<file path="src/rtl/latch_reader.sv">
// Change-detecting latch bus sampler: every new value seen on data_in (while
// enabled) is queued into a small show-ahead FIFO with sticky overflow flag.
module latch_reader #(
  parameter int width = 8,
  parameter int depth = 4
) (
  input  logic                     clk,
  input  logic                     rst_n,
  input  logic [width-1:0]         data_in,
  input  logic                     en,
  input  logic                     ready,
  input  logic                     clr_ovf,
  output logic [width-1:0]         data_out,
  output logic                     valid,
  output logic                     full,
  output logic [$clog2(depth):0]   count,
  output logic                     ovf
);

  localparam int AW = $clog2(depth);
  localparam int CW = AW + 1;

  logic [width-1:0] prev_q, prev_d;
  logic [AW-1:0]    wr_ptr_q, wr_ptr_d;
  logic [AW-1:0]    rd_ptr_q, rd_ptr_d;
  logic [CW-1:0]    count_q, count_d;
  logic             ovf_q, ovf_d;
  logic [width-1:0] mem_q [depth];

  logic push, pop, accept, drop;

  assign valid  = (count_q != '0);
  assign full   = (count_q == CW'(depth));
  assign count  = count_q;
  assign ovf    = ovf_q;

  assign push   = en && (data_in != prev_q);
  assign pop    = valid && ready;
  // A pop in the same cycle frees the slot, so a push into a full FIFO is
  // only dropped when nothing leaves.
  assign accept = push && (!full || pop);
  assign drop   = push && full && !pop;

  always_comb begin
    prev_d   = en ? data_in : prev_q;
    wr_ptr_d = accept ? wr_ptr_q + AW'(1) : wr_ptr_q;
    rd_ptr_d = pop ? rd_ptr_q + AW'(1) : rd_ptr_q;
    count_d  = count_q;
    case ({accept, pop})
      2'b10:   count_d = count_q + CW'(1);
      2'b01:   count_d = count_q - CW'(1);
      default: count_d = count_q;
    endcase
    // Set has priority over clear.
    if (drop)         ovf_d = 1'b1;
    else if (clr_ovf) ovf_d = 1'b0;
    else              ovf_d = ovf_q;
  end

  always_ff @(posedge clk or negedge rst_n) begin
    if (!rst_n) begin
      prev_q   <= '0;
      wr_ptr_q <= '0;
      rd_ptr_q <= '0;
      count_q  <= '0;
      ovf_q    <= 1'b0;
    end else begin
      prev_q   <= prev_d;
      wr_ptr_q <= wr_ptr_d;
      rd_ptr_q <= rd_ptr_d;
      count_q  <= count_d;
      ovf_q    <= ovf_d;
    end
  end

  // Storage is not reset; stale entries stay hidden because count gates valid.
  always_ff @(posedge clk) begin
    if (accept) mem_q[wr_ptr_q] <= data_in;
  end

  assign data_out = valid ? mem_q[rd_ptr_q] : '0;

endmodule
</file>
<file path="config.mk">
export PLATFORM = sky130hd
export DESIGN_NAME = latch_reader
export DESIGN_NICKNAME = d
export VERILOG_FILES = /design/src/rtl/latch_reader.sv
export SDC_FILE = /design/constraint.sdc
export NUM_CORES = 1
export LEC_CHECK = 0
export BUFFER_PORTS_ARGS = -buffer_cell sky130_fd_sc_hd__buf_4
export CAP_MARGIN = 20
export CORE_MARGIN = 2
export CORE_UTILIZATION = 35
export DETAILED_ROUTE_END_ITERATION = 12
export PLACE_DENSITY = 0.59
export REMOVE_ABC_BUFFERS = 1
export SLEW_MARGIN = 25
export SYNTH_ARGS = -nofsm -noshare
export SYNTH_HDL_FRONTEND = slang
export SYNTH_SLANG_ARGS = --single-unit
</file>
<file path="constraint.sdc">
create_clock -name clk -period 3.15 [get_ports clk]
set_input_delay 0.63 -clock clk [delete_from_list [all_inputs] [get_ports clk]]
set_output_delay 0.63 -clock clk [all_outputs]
set_load 0.02 [all_outputs]
</file>
== Yosys cells after proc, flatten, opt, wreduce, memory -nomap -nowiden ==
Memory sizes are Yosys's and may differ from the RTL's.
Index checks and enable logic that the tools add are counted.

* Flip-flop bits (word level): 16
* RAM bits: 32
* Memories kept: 1
* Word-level logic and storage cells: 31
* Input bits: 13

* Reduce and logical (&&, ||, !) cells: 11
* Equal/unequal tests: 4
* $add $sub $neg: 4
* Muxes and demuxes: 6

{| class="wikitable"
|+ Memory list
! memory !! depth !! bits a word !! read ports !! clocked after Yosys merged registers in !! write ports !! line !! RTL
|-
| mem_q || 4 || 8 || 1 || 0 || 1 || 28 || <nowiki>logic [width-1:0] mem_q [depth];</nowiki>
|}

{| class="wikitable"
|+ Operators with widths
! operator !! count
|-
| $mux W8 || 1
|-
| $ne A8 B8 Y1 || 1
|-
| $pmux W3 S2 || 1
|-
| $logic_and A1 B1 Y1 || 5
|-
| $add A2 B1 Y2 const B || 2
|-
| $mux W1 || 4
|-
| $reduce_bool A2 Y1 || 2
|-
| $add A3 B1 Y3 const B || 1
|-
| $eq A3 B3 Y1 const B || 1
|-
| $reduce_bool A3 Y1 || 1
|-
| $sub A3 B1 Y3 const B || 1
|-
| $eq A2 B1 Y1 const B || 1
|-
| $eq A2 B2 Y1 const B || 1
|-
| $logic_not A1 Y1 || 2
|-
| $logic_or A1 B1 Y1 || 1
|}

== Depth between registers and ports, before layout ==
* Word-level depth: 6
* Mapped depth: 10
* Gate-level depth less buffers: 10

== Worst setup path after synthesis ==
Ideal clock, no wire load.

* Path type: input port to flip-flop
* Start point: input data_in[3]
* End point: register count_q[2] (netlist: count[2])
* Setup slack: 0.750 ns
* Stages on the path: 10
* Arrival time: 2.320 ns
* Required time: 3.070 ns
* Cell sequence: xor2_1 > nor4_2 > a221oi_4 > inv_1 > ha_1 > inv_1 > fa_1 > xor2_1 > nor2_1 > xnor2_1

* Cells in the longest elaborated chain, start to end: 5
* Elaborated cells between the ends (all ways): 7

{| class="wikitable"
|+ Ends and longest elaborated chain
! element !! line !! RTL
|-
| from (decl) || 9 || <nowiki>input logic [width-1:0] data_in,</nowiki>
|-
| $ne A8 B8 Y1 (*) || 37 || <nowiki>assign push = en && (data_in != prev_q);</nowiki>
|-
| $logic_and A1 B1 Y1 (*) || 37 ||
|-
| $logic_and A1 B1 Y1 (*) || 41 || <nowiki>assign accept = push && (!full || pop);</nowiki>
|-
| $eq A2 B1 Y1 / $eq A2 B2 Y1 (equally long branches) || 49 || <nowiki>case ({accept, pop})</nowiki>
|-
| $pmux W3 S2 / $reduce_bool A2 Y1 (equally long branches) || - ||
|-
| to (signal assigned) || 71 || <nowiki>count_q <= count_d;</nowiki>
|-
| to (decl) || 26 || <nowiki>logic [CW-1:0] count_q, count_d;</nowiki>
|}

Every way passes the cells marked *; elsewhere a longest branch is shown, timed or not.
A chain may end at the register's enable or synchronous reset.

== Final worst setup path ==
* Start point: register rd_ptr_q[0]
* End point: output data_out[5]

* Cells in the longest elaborated chain, start to end: 2

{| class="wikitable"
|+ Ends and longest elaborated chain
! element !! line !! RTL
|-
| from (decl) || 25 || <nowiki>logic [AW-1:0] rd_ptr_q, rd_ptr_d;</nowiki>
|-
| from (signal assigned) || 70 || <nowiki>rd_ptr_q <= rd_ptr_d;</nowiki>
|-
| $mem_v2 Z4 W8 || - ||
|-
| $mux W8 || 81 || <nowiki>assign data_out = valid ? mem_q[rd_ptr_q] : '0;</nowiki>
|-
| to (decl) || 13 || <nowiki>output logic [width-1:0] data_out,</nowiki>
|}

No other way between the ends.

==> qor.yml <==
status: "completed"
startpoint_type: "register"
drive_gt1_frac: 0.311
synth_top_area_share: 0.460
final_common_cell: "edfxtp_1"
crit_chain: "mux4_2, and2_1, buf_4"
postPlaceCellArea_sq_um: 2360
core_area_sq_um: 5850
dp.cells: 219
setup_violations: 0
worstMarginPinSlew_ps: 621
grt_pass1_vias: 1115
gp_congestion: 0.764
synth.area.top_cells: "edfxtp_1 (46%), dfrtp_1 (19%), mux4_2 (8.6%), xor2_1 (4.2%), and2_1 (3.9%)"
cts_buffer_depth: 2
cts_tree: "built"
r2r-start: "prev_q[3]"
cp-end-kind: "output pin"
peakVddDrop_mv: 0.262
setup_tns_ps: 0
antenna_found_initial: 0
cts_inserted_buffers: 5
root_buffer: "clkbuf_8"
final_util: 0.417
crit_fanout: 10
start_util: 0.357
synth_top_area_cell: "edfxtp_1"
antenna_left: 0
p_total_mw: 2.10
vias: 1057
totalWireLength_mm: 3.47
max_freq_mhz: 389
crit_buf_inv: 1
ys_seq_area_frac: 0.651
post-cts-setup-buffer-count: 0
holdBufCountCts: 0
n_fill_cell: 547
clkTransAtPathRegs_ps: 90
dieArea_sq_um: 6610
design_area_sq_um: 2440
pin_count: 27
htreeDepth: 2
rsz0062_at_grt: "no"
hp-class: "primary input to async pin"
firstDrtPassIters: 3
p_leak_nw: 0.950
portBuffers: 26
die_x_microns: 81.3
regArea_sq_um: 1360
drv_slew: 0
hold_viol: 0
crit_family: "flip-flops"
synthesis.instances: 122
diodes: 0
hpwl_mm: 2.47
syn-cell-area_sq_um: 2090
clock_latency_ps: 300
grt_max_degree: 17
wire_per_inst_microns: 15.3
synthFlopType: "edfxtp_1"
slowest_delay_ps: 740
synth_edf_count: 32
fin_crit_sh: 0.816
drc: 0
cp.arrival_ps: 1940
first_iter_violations: 47
grt_overflow: 0
grt_first_pass_wirelength_mm: 5.55
maxCapViolCount: 0
slew_headroom: 0.586
ff2ff_path_depth: 10
nNetsFinal: 170
crit_required_ps: 2520
synth.distinct_cells: 23
avgSynthCellArea_sq_um: 17.1
row_count: 28
reg2reg_slack_ps: 790
powerDensity_nw_per_um2: 860
most-common-layout-cells: "edfxtp_1 (32), buf_4 (26), dfrtp_1 (16)"
synth-seq-cells: 48
die_h_microns: 81.3
syn_to_final_growth_pct: 16.8
multiInputGateArea_sq_um: 677
stdcell_count: 226
via_per_inst: 4.68
finalCriticalPeriod_ps: 2570
setup.worst_path.class: "register to output pin"
cts.sinks: 48
ys_warn_count: 0
grt_usage: 0.118
finalClockSkew_ps: 9.59
async_flop_share: 0.333
r2r-end: "count[2]"
post_cts_resized: 0
crit_slowest_cell: "dfrtp_1"
layer usage:
layer / GRT usage / part of all wire / up-vias
met2: 0.215 / 0.57 / 20
met1: 0.131 / 0.38 / 539
met5: 0 / 0 / -
met3: 0.0333 / 0.037 / 6
li1: - / - / 492
met4: 0.0407 / 0.012 / 0
synth_stat cells, types with 2 or more instances:
| library cell | number |
|---|---|
| and2_1 | 13 |
| mux2_1 | 6 |
| ha_1 | 5 |
| xnor2_1 | 4 |
| buf_2 | 3 |
| xor2_1 | 10 |
| dfrtp_1 | 16 |
| edfxtp_1 | 32 |
| nand2_1 | 2 |
| mux4_2 | 8 |
| mux2_2 | 2 |
| nor4_2 | 2 |
| inv_1 | 9 |
cells by family (layout without fill, tap and decap cells):
group / after synthesis / in the layout / synth area share
flops: 48 / 48 / 0.651
buf+inv: 13 / 42 / 0.0251
simple gates: 21 / 21 / 0.0670
mux: 18 / 18 / 0.141
xor+xnor: 14 / 14 / 0.0586
compound gates: 2 / 2 / 0.0174
fa+ha+maj: 6 / 6 / 0.0395
flip-flops by register name, indices dropped and copies added, names as in the netlist:
name      flops
rd_ptr_q      2
mem_q        32
count         3
wr_ptr_q      2
prev_q        8
ovf           1
where the power goes:
group	total [mW]	leakage, nW	internal, mW	switching, mW
sequential	0.946	0.482	0.825	0.121
clock	0.339	0.0416	0.151	0.188
combinational	0.815	0.426	0.408	0.407
final cells by class:
class,count,share of cell area
sequential,48,0.557
clock buffer,5,0.0282
timing repair buffer,26,0.0799
multi-input combinational,61,0.277
tap,75,0.0384
inverter,9,0.0138
clock inverter,2,0.00512
stage by stage:
stage | setup slack (ps) | hold WS (ps)
5_1_grt | 440 | 182
6_report | 581 | 176
2_1_floorplan | 750 | 334
3_5_place_dp | 400 | 500
3_3_place_gp | 510 | 490
4_1_cts | 522 | 185
worst max-delay path by stage:
stage          depth (start not counted)          end         from  slack [ps]
2_1_floorplan                         10     count[2]   data_in[3]         750
3_3_place_gp                          11     count[2]   data_in[3]         510
3_5_place_dp                          11     count[2]   data_in[3]         400
4_1_cts                                3  data_out[5]  rd_ptr_q[0]         520
5_1_grt                                3  data_out[6]  rd_ptr_q[0]         440
6_report                               3  data_out[5]  rd_ptr_q[0]         580
Note: power is estimated with default switching activity, not from simulation.
